$ cat src/rtl/riscy_pkg.sv
// Shared LSU types: RV32I load/store width codes, FSM state encoding, address helpers.
package riscy_pkg;

   typedef enum logic [2:0] {
      LS_B  = 3'b000,
      LS_H  = 3'b001,
      LS_W  = 3'b010,
      LS_BU = 3'b100,
      LS_HU = 3'b101
   } ls_width_e;

   typedef enum logic [1:0] {
      StIdle,
      StReq,
      StWait,
      StResp
   } lsu_state_t;

   function automatic logic funct3_legal(input logic [2:0] f);
      case (f)
         3'b000, 3'b001, 3'b010, 3'b100, 3'b101: return 1'b1;
         default:                                return 1'b0;
      endcase
   endfunction

   function automatic logic misaligned(input logic [2:0] f, input logic [1:0] a);
      case (f)
         3'b001, 3'b101: return a[0];
         3'b010:         return |a;
         default:        return 1'b0;
      endcase
   endfunction

   function automatic logic [31:0] natural_align(input logic [2:0] f, input logic [31:0] a);
      case (f)
         3'b001, 3'b101: return {a[31:1], 1'b0};
         3'b010:         return {a[31:2], 2'b00};
         default:        return a;
      endcase
   endfunction

endpackage

$ cat src/rtl/lsu_align.sv
// Combinational lane logic: byte enables and store replication for the memory command,
// plus lane selection and sign/zero extension of load data.
module lsu_align
   import riscy_pkg::*;
(
   input  logic [2:0]  funct3_i,
   input  logic [1:0]  addr_lo_i,
   input  logic [31:0] wdata_i,
   input  logic [31:0] rdata_i,
   output logic [3:0]  be_o,
   output logic [31:0] wdata_o,
   output logic [31:0] rdata_o
);

   logic [31:0] byte_shift;
   logic [31:0] half_shift;
   logic [7:0]  byte_lane;
   logic [15:0] half_lane;

   always_comb begin
      byte_shift = rdata_i >> {addr_lo_i, 3'b000};
      half_shift = rdata_i >> {addr_lo_i[1], 4'b0000};
      byte_lane  = byte_shift[7:0];
      half_lane  = half_shift[15:0];
   end

   always_comb begin
      be_o    = 4'b0000;
      wdata_o = 32'h0;
      rdata_o = 32'h0;
      case (funct3_i)
         LS_B: begin
            be_o    = 4'b0001 << addr_lo_i;
            wdata_o = {4{wdata_i[7:0]}};
            rdata_o = {{24{byte_lane[7]}}, byte_lane};
         end
         LS_BU: begin
            be_o    = 4'b0001 << addr_lo_i;
            wdata_o = {4{wdata_i[7:0]}};
            rdata_o = {24'h0, byte_lane};
         end
         LS_H: begin
            be_o    = addr_lo_i[1] ? 4'b1100 : 4'b0011;
            wdata_o = {2{wdata_i[15:0]}};
            rdata_o = {{16{half_lane[15]}}, half_lane};
         end
         LS_HU: begin
            be_o    = addr_lo_i[1] ? 4'b1100 : 4'b0011;
            wdata_o = {2{wdata_i[15:0]}};
            rdata_o = {16'h0, half_lane};
         end
         LS_W: begin
            be_o    = 4'b1111;
            wdata_o = wdata_i;
            rdata_o = rdata_i;
         end
         default: ;
      endcase
   end

endmodule

$ cat src/rtl/lsu.sv
// RV32I load/store unit: IDLE/REQ/WAIT/RESP handshake FSM with a WAIT timeout.
// Define LSU_MISALIGN_TRAP_EN to abort misaligned accesses instead of force-aligning them.
module lsu
   import riscy_pkg::*;
#(
   parameter int unsigned TIMEOUT = 64
) (
   input  logic        clk,
   input  logic        rst_n,
   input  logic        req_valid_i,
   output logic        req_ready_o,
   input  logic        req_we_i,
   input  logic [2:0]  req_funct3_i,
   input  logic [31:0] req_addr_i,
   input  logic [31:0] req_wdata_i,
   output logic        resp_valid_o,
   output logic [31:0] resp_rdata_o,
   output logic        resp_err_o,
   output logic        mem_req_o,
   input  logic        mem_gnt_i,
   output logic        mem_we_o,
   output logic [31:0] mem_addr_o,
   output logic [3:0]  mem_be_o,
   output logic [31:0] mem_wdata_o,
   input  logic        mem_rvalid_i,
   input  logic [31:0] mem_rdata_i
);

   localparam logic [7:0] TimeoutLast = 8'(TIMEOUT - 1);

   lsu_state_t  state_q;
   logic        we_q;
   logic [2:0]  funct3_q;
   logic [1:0]  addr_lo_q;
   logic [7:0]  cnt_q;
   logic        req_ready_q;
   logic        resp_valid_q;
   logic [31:0] resp_rdata_q;
   logic        resp_err_q;
   logic        mem_req_q;
   logic        mem_we_q;
   logic [31:0] mem_addr_q;
   logic [3:0]  mem_be_q;
   logic [31:0] mem_wdata_q;

   logic [31:0] eff_addr;
   logic        req_abort;
   logic        sel_req;
   logic [2:0]  al_funct3;
   logic [1:0]  al_addr_lo;
   logic [3:0]  al_be;
   logic [31:0] al_wdata;
   logic [31:0] al_rdata;

`ifdef LSU_MISALIGN_TRAP_EN
   assign eff_addr  = req_addr_i;
   assign req_abort = !funct3_legal(req_funct3_i) || misaligned(req_funct3_i, req_addr_i[1:0]);
`else
   assign eff_addr  = natural_align(req_funct3_i, req_addr_i);
   assign req_abort = !funct3_legal(req_funct3_i);
`endif

   // One align instance: fed by the incoming request in IDLE (command build),
   // by the captured request otherwise (load extraction in WAIT).
   assign sel_req    = (state_q == StIdle);
   assign al_funct3  = sel_req ? req_funct3_i : funct3_q;
   assign al_addr_lo = sel_req ? eff_addr[1:0] : addr_lo_q;

   lsu_align u_align (
      .funct3_i  (al_funct3),
      .addr_lo_i (al_addr_lo),
      .wdata_i   (req_wdata_i),
      .rdata_i   (mem_rdata_i),
      .be_o      (al_be),
      .wdata_o   (al_wdata),
      .rdata_o   (al_rdata)
   );

   always_ff @(posedge clk or negedge rst_n) begin
      if (!rst_n) begin
         state_q      <= StIdle;
         we_q         <= 1'b0;
         funct3_q     <= 3'b000;
         addr_lo_q    <= 2'b00;
         cnt_q        <= 8'd0;
         req_ready_q  <= 1'b1;
         resp_valid_q <= 1'b0;
         resp_rdata_q <= 32'h0;
         resp_err_q   <= 1'b0;
         mem_req_q    <= 1'b0;
         mem_we_q     <= 1'b0;
         mem_addr_q   <= 32'h0;
         mem_be_q     <= 4'b0000;
         mem_wdata_q  <= 32'h0;
      end else begin
         case (state_q)
            StIdle: begin
               if (req_valid_i) begin
                  we_q        <= req_we_i;
                  funct3_q    <= req_funct3_i;
                  addr_lo_q   <= eff_addr[1:0];
                  req_ready_q <= 1'b0;
                  if (req_abort) begin
                     state_q      <= StResp;
                     resp_valid_q <= 1'b1;
                     resp_err_q   <= 1'b1;
                     resp_rdata_q <= 32'h0;
                  end else begin
                     state_q     <= StReq;
                     mem_req_q   <= 1'b1;
                     mem_we_q    <= req_we_i;
                     mem_addr_q  <= {eff_addr[31:2], 2'b00};
                     mem_be_q    <= al_be;
                     mem_wdata_q <= al_wdata;
                  end
               end
            end
            StReq: begin
               if (mem_gnt_i) begin
                  mem_req_q <= 1'b0;
                  cnt_q     <= 8'd0;
                  state_q   <= StWait;
               end
            end
            StWait: begin
               if (mem_rvalid_i) begin
                  state_q      <= StResp;
                  resp_valid_q <= 1'b1;
                  resp_err_q   <= 1'b0;
                  resp_rdata_q <= we_q ? 32'h0 : al_rdata;
                  cnt_q        <= 8'd0;
               end else if (cnt_q == TimeoutLast) begin
                  state_q      <= StResp;
                  resp_valid_q <= 1'b1;
                  resp_err_q   <= 1'b1;
                  resp_rdata_q <= 32'h0;
                  cnt_q        <= 8'd0;
               end else begin
                  cnt_q <= cnt_q + 8'd1;
               end
            end
            StResp: begin
               resp_valid_q <= 1'b0;
               resp_err_q   <= 1'b0;
               resp_rdata_q <= 32'h0;
               req_ready_q  <= 1'b1;
               state_q      <= StIdle;
            end
            default: state_q <= StIdle;
         endcase
      end
   end

   assign req_ready_o  = req_ready_q;
   assign resp_valid_o = resp_valid_q;
   assign resp_rdata_o = resp_rdata_q;
   assign resp_err_o   = resp_err_q;
   assign mem_req_o    = mem_req_q;
   assign mem_we_o     = mem_we_q;
   assign mem_addr_o   = mem_addr_q;
   assign mem_be_o     = mem_be_q;
   assign mem_wdata_o  = mem_wdata_q;

endmodule

$ cat config.mk
export PLATFORM = sky130hd
export DESIGN_NAME = lsu
export DESIGN_NICKNAME = d
export VERILOG_FILES = /design/src/rtl/riscy_pkg.sv /design/src/rtl/lsu_align.sv /design/src/rtl/lsu.sv
export SDC_FILE = /design/constraint.sdc
export NUM_CORES = 1
export LEC_CHECK = 0
export ABC_AREA = 1
export CORE_AREA = 2 2 119 121
export DETAILED_ROUTE_END_ITERATION = 8
export DIE_AREA = 0 0 121 123
export HOLD_SLACK_MARGIN = 0.08
export PLACE_DENSITY = 0.8
export SETUP_SLACK_MARGIN = 0.5
export SLEW_MARGIN = 25
export SYNTH_ARGS = -nofsm -noshare
export SYNTH_HDL_FRONTEND = slang
export SYNTH_SLANG_ARGS = --single-unit
export TNS_END_PERCENT = 30
$ cat constraint.sdc
create_clock -name clk -period 2.21 [get_ports clk]
set_input_delay 0.442 -clock clk [delete_from_list [all_inputs] [get_ports clk]]
set_output_delay 0.442 -clock clk [all_outputs]
set_load 0.005 [all_outputs]
# After elaboration in Yosys (flattened, before gate mapping)
# Index checks and enable logic that the tools add are counted.
# totals
elab_cells	90
output_inout_bits	105
regBits	119
# op_classes
n_eq_ne	17
n_shift	3
addsub	1
reduce_logical	18
muxes	37
# ops
cell	n
case mux 32 bit (3 select lines)	2
two-way mux 32 bit	5
case mux 32 bit (5 select lines)	1
right shift 32 x 5 -> 16 bit	1
right shift 32 x 5 -> 8 bit	1
two-way mux 8 bit	3
case mux 8 bit (2 select lines)	1
== test 3 bit (second input constant)	4
two-way mux 2 bit	6
case mux 4 bit (3 select lines)	1
two-way mux 1 bit	10
adder 8 x 1 -> 8 bit (second input constant)	1
== test 8 x 6 -> 1 bit (second input constant)	1
case mux 2 bit (4 select lines)	1
AND reduction 4 bit	2
== test 3 x 1 -> 1 bit (second input constant)	2
== test 3 x 2 -> 1 bit (second input constant)	2
logical NOT 3 bit	2
inequality test 2 bit (second input constant)	3
case mux 1 bit (3 select lines)	2
AND reduction 2 bit	3
AND reduction 3 bit	2
nonzero test 2 bit	3
OR reduction 2 bit	3
other kinds (12)	14

# Depth between registers and ports, before layout
# depth
word_depth	9
depth_mapped	15
depth_no_buf	14

# Hierarchy
# Synthesis repeated with hierarchy kept, for this count alone.
# unflattened
hier_cells	982
area_unflattened_um2	6754.0
# by_module_without_submodules
mod	cells_each	area_per_inst_um2	n_inst
lsu	658	5367.6	1
lsu_align	324	1386.3	1

# Worst setup path before layout
# Ideal clock, no wire load.
# synth_timing
path_kind	reg2reg
startpoint	reg state_q[0]
endpoint	reg resp_rdata_q[12] (netlist: resp_rdata_o[12])
period_less_slack_ps	1878
t_arrival_ps	1762
setup_slack_ps	332
stages_incl_launch_ff	14
setup_ps	116
cell_sequence	dfrtp_1 inv_1 ha_1 buf_4 nand2_1 o21ai_1 inv_2 nand3_4 nand2_2 buf_2 a22oi_1 nand2_1 nand2_1 nand2_1
# synth_between
elab_chain_cells	7
word_cells_on_any_way	21
# synth_rtl
element	line_no	text
from (decl)	lsu.sv:31	lsu_state_t state_q;
from (signal assigned)	lsu.sv:81	state_q <= StIdle;
from (signal assigned)	lsu.sv:104	state_q <= StResp;
from (signal assigned)	lsu.sv:109	state_q <= StReq;
logical NOT 2 bit	lsu.sv:65, lsu.sv:96	
two-way mux 2 bit or two-way mux 3 bit (tied branches)	lsu.sv:67, lsu.sv:66	
right shift 32 x 5 -> 16 bit, or another cell as far along	lsu_align.sv:22	half_shift = rdata_i >> {addr_lo_i[1], 4'b0000};
case mux 32 bit (5 select lines)	lsu_align.sv:31	case (funct3_i)
two-way mux 32 bit	lsu.sv:130	resp_rdata_q <= we_q ? 32'h0 : al_rdata;
two-way mux 32 bit	lsu.sv:126	if (mem_rvalid_i) begin
case mux 32 bit (3 select lines)	lsu.sv:96	case (state_q)
to (signal assigned)	lsu.sv:130	
to (decl)	lsu.sv:38	logic [31:0] resp_rdata_q;
# Several ways; a longest one is shown, not always the timed one.
# A chain may end at the register's enable or synchronous reset.

# Final worst setup path
# layout_timing
startpoint	reg state_q[1]
endpoint	reg resp_rdata_q[1] (netlist: resp_rdata_o[1])
# Same word-level chain as after synthesis.

==> summary.log <==
INFO  synth          synth_enable_flop_cells=0
INFO  final_layout   areaGrowthSynthToFinish=73.2%
INFO  place          routabilityCongestion=0.918
INFO  synth          synth_seq_cells=119
INFO  final_layout   leading_cell_types_in_the_layout_fill_and_taps_excluded=334 x sky130_fd_sc_hd__nand2_1, 205 x sky130_fd_sc_hd__clkdlybuf4s50_1, 118 x sky130_fd_sc_hd__dfrtp_1
INFO  final_layout   final_nets=1232
INFO  clocking       cts_max_path_buffers=2
INFO  timing         achievable-frequency=496MHz
INFO  worst_setup_path required=2.56ns
INFO  synth          synthesis.area=6130um2
INFO  global_routing grt_pass1_wl=34000um
INFO  synth          synth.top_cells.by_area=sky130_fd_sc_hd__dfrtp_1 48%, sky130_fd_sc_hd__nand2_1 24%, sky130_fd_sc_hd__inv_1 4.7%
INFO  clocking       htree_levels=4
INFO  routing        drt-initial-drc-count=781
INFO  synth          synth_flop_cell=sky130_fd_sc_hd__dfrtp_1
INFO  routing        via_count=6898
INFO  power          leakage=5.40nW
INFO  routing        totalWireLength=24000um
INFO  synth          synth.lib_cells_used.distinct=37
INFO  clocking       cts_tree=done
INFO  timing         holdWs=0.372ns
INFO  synth          ys_async_sr_fraction=100%
INFO  worst_setup_path endpoint_kind=register
INFO  timing         period_share=91.2%
INFO  place          port-buffer-count=207
INFO  timing         period_minus_slack=2.02ns
INFO  floorplan      die_h=123um
INFO  routing        drt_pass1_iterations=5
INFO  timing         timing_hold_violations_final=0
INFO  timing         maxSlewHeadroom=55.6%
INFO  global_routing initial_antenna_violation_count=0
INFO  clocking       ctsRootBufferMaster=sky130_fd_sc_hd__clkbuf_16
INFO  worst_setup_path timing.critical_path.fanout_max=8
INFO  synth          syn-instance-count=831
INFO  power          vdd_drop_max=878uV
INFO  routing        drc=0
INFO  hold_path      holdCritPathClass=primary input to async pin
INFO  timing         grt_setup_unrepaired=true
INFO  synth          yosysSeqAreaShare=48.6%
INFO  power          p_per_area=1430nW/um2
INFO  place          post-place-cells=1219
INFO  worst_setup_path path_class=register to register
INFO  synth          synth_largest_area_cell=sky130_fd_sc_hd__dfrtp_1
INFO  final_layout   final-instance-count-excl-fill=1314
INFO  global_routing grt.total_usage=29.7%
INFO  global_routing globalRouteOverflowTotal=0
INFO  floorplan      die_width=121um
INFO  floorplan      top_level_ports=210
INFO  synth          synth_largest_type_area_fraction=48.2%
INFO  clocking       clock_sink_count=119
INFO  final_layout   post_route_cells_drive_above_1_share=21.5%
INFO  floorplan      coreArea=13600um2
INFO  worst_setup_path worst_ep_arrival_time=2.37ns
INFO  timing         worst_clock_skew=0.00771ns
INFO  place          hpwlAfterDp=13600um
INFO  job            max_cap_violations=0
INFO  clocking       clk_transition_reported_paths=0.06ns
INFO  floorplan      floorplan.rows=43
INFO  status         outcome=complete, no violations
INFO  final_layout   final_common_cell=sky130_fd_sc_hd__nand2_1
INFO  global_routing grt_pass1_vias=6442
INFO  clocking       numCtsBuffers=17
INFO  worst_setup_path startpoint_type=register
INFO  routing        count_of_nets_left_with_antenna_violations_after_detail_routing=0
INFO  synth          synth.avg_cell_area=7.38um2
INFO  final_layout   final_core_util=78.0%
INFO  timing         setup_slack=0.195ns
INFO  place          placement.cell_area=8650um2
INFO  routing        route.detailed.wl_per_inst=18.3um
INFO  place          place_worst_setup_slack=-0.236ns
INFO  routing        routed_via_density=5.25
INFO  global_routing grt_start_max_net_pins=66
INFO  floorplan      die-area=14900um2
INFO  final_layout   insertedDiodeCount=0
INFO  final_layout   final_cell_area=10600um2
INFO  timing         max_slew.worst_pin.slew=0.666ns
INFO  timing         finalSetupViolations=0
INFO  timing         report.final.slew_viol_count=0
INFO  synth          yosys_warnings=0
INFO  floorplan      initial_utilization=45.1%
INFO  clocking       worstSkewPairLatency=0.42ns
-- cells by family after synthesis --
group                      count (synthesis)  share of synthesized area [%]
adders and majority gates                  5                           1.02
other                                      1                         0.0612
AOI/OAI and AO/OA                         86                           8.53
xor gates and xnor gates                   2                          0.286
buffers and inverters                    124                           8.69
DFF                                      119                           48.6
and+or+nand+nor                          494                           32.8
-- per-stage QoR --
| step | setup TNS, ns | power [mW] |
|---|---|---|
| after floorplan | 0 | 6.83 |
| after global placement | -2.85 | 9.71 |
| after detailed placement | -3.85 | 9.83 |
| after CTS | 0 | 14.2 |
| after global routing | 0 | 16.1 |
| final | 0 | 15.2 |
-- sequential cells by signal, indices dropped and copies added (netlist names) --
signal        flops
mem_we_o          1
mem_wdata_o      32
mem_be_o          4
resp_err_o        1
addr_lo_q         2
state_q           2
resp_valid_o      1
resp_rdata_o     32
cnt_q             8
req_ready_o       1
funct3_q          3
we_q              1
mem_addr_o       30
mem_req_o         1
-- timing repair --
item	in CTS	in global routing
hold buffers	1	0
endpoints found under the hold margin	3	0
pin swaps	19	23
buffers inserted	35	7
gates resized for setup	85	85
cloned	10	11
endpoints found under the setup margin	151	210
-- critical path, cell delays in order, from the launching register on --
cell and delay [ns]:
sky130_fd_sc_hd__dfrtp_1 0.40, sky130_fd_sc_hd__inv_2 0.07, sky130_fd_sc_hd__ha_4 0.20, sky130_fd_sc_hd__inv_4 0.12, sky130_fd_sc_hd__nand2_2 0.08, sky130_fd_sc_hd__nand2_4 0.13, sky130_fd_sc_hd__nand3_4 0.15, sky130_fd_sc_hd__a211oi_4 0.33
sky130_fd_sc_hd__buf_6 0.18, sky130_fd_sc_hd__buf_12 0.14, sky130_fd_sc_hd__nand2_4 0.05, sky130_fd_sc_hd__nand2_2 0.09
-- final cells by class --
class                   count  area [um2]
clock inverters             7        91.3
multi-input cells         591        3090
inverters                  87         339
clock buffers              24         512
repair buffers            306        3380
fillers                   871        2990
well taps                 180         225
flip-flops and latches    119        2980
-- synthesized netlist by cell type (2+ instances only) --
library cell,instances
sky130_fd_sc_hd__dfrtp_1,118
sky130_fd_sc_hd__o211ai_1,7
sky130_fd_sc_hd__nand3b_1,6
sky130_fd_sc_hd__clkbuf_1,13
sky130_fd_sc_hd__buf_4,5
sky130_fd_sc_hd__xor2_1,2
sky130_fd_sc_hd__o21ai_1,2
sky130_fd_sc_hd__nand3_1,28
sky130_fd_sc_hd__o21ai_0,43
sky130_fd_sc_hd__a22oi_1,13
sky130_fd_sc_hd__o21bai_1,3
sky130_fd_sc_hd__nor2_1,38
sky130_fd_sc_hd__o2bb2ai_1,4
sky130_fd_sc_hd__nand2_1,400
sky130_fd_sc_hd__clkinv_1,4
sky130_fd_sc_hd__a21oi_1,10
sky130_fd_sc_hd__inv_1,77
sky130_fd_sc_hd__nand3_2,2
sky130_fd_sc_hd__or2_2,2
sky130_fd_sc_hd__buf_6,4
sky130_fd_sc_hd__buf_2,15
sky130_fd_sc_hd__inv_2,6
sky130_fd_sc_hd__nor2_4,2
sky130_fd_sc_hd__nor3_1,3
sky130_fd_sc_hd__nand2_2,4
sky130_fd_sc_hd__nand4_1,5
sky130_fd_sc_hd__ha_1,5
-- report_power, final --
group	total (mW)	leakage (nW)	internal (mW)	switching, mW
registers	3.53	1.55	2.98	0.554
clock network	2.83	0.298	1.83	1.00
logic	8.87	3.55	4.41	4.46
-- layer usage --
layer  GRT usage [%]  share of wire, %
met1            39.1                40
met2            49.2                50
met3            4.66               6.6
met4            11.9               3.0
met5               0                 0
-- path summary, 6_finish.rpt --
path | startpoint | cells past startpoint | slack (ns) | to
min in group clk | mem_addr_o[22] | 2 | 0.47 | mem_addr_o[22]
worst max register to register | state_q[1] | 11 | 0.19 | resp_rdata_o[1]
worst max-delay path | state_q[1] | 11 | 0.19 | resp_rdata_o[1]
worst min-delay path | rst_n | 2 | 0.37 | mem_addr_o[15]
max in group asynchronous | rst_n | 3 | 1.00 | resp_rdata_o[6]
worst min register to register | mem_addr_o[22] | 2 | 0.47 | mem_addr_o[22]
No activity file was read; power rests on OpenSTA's default activity.
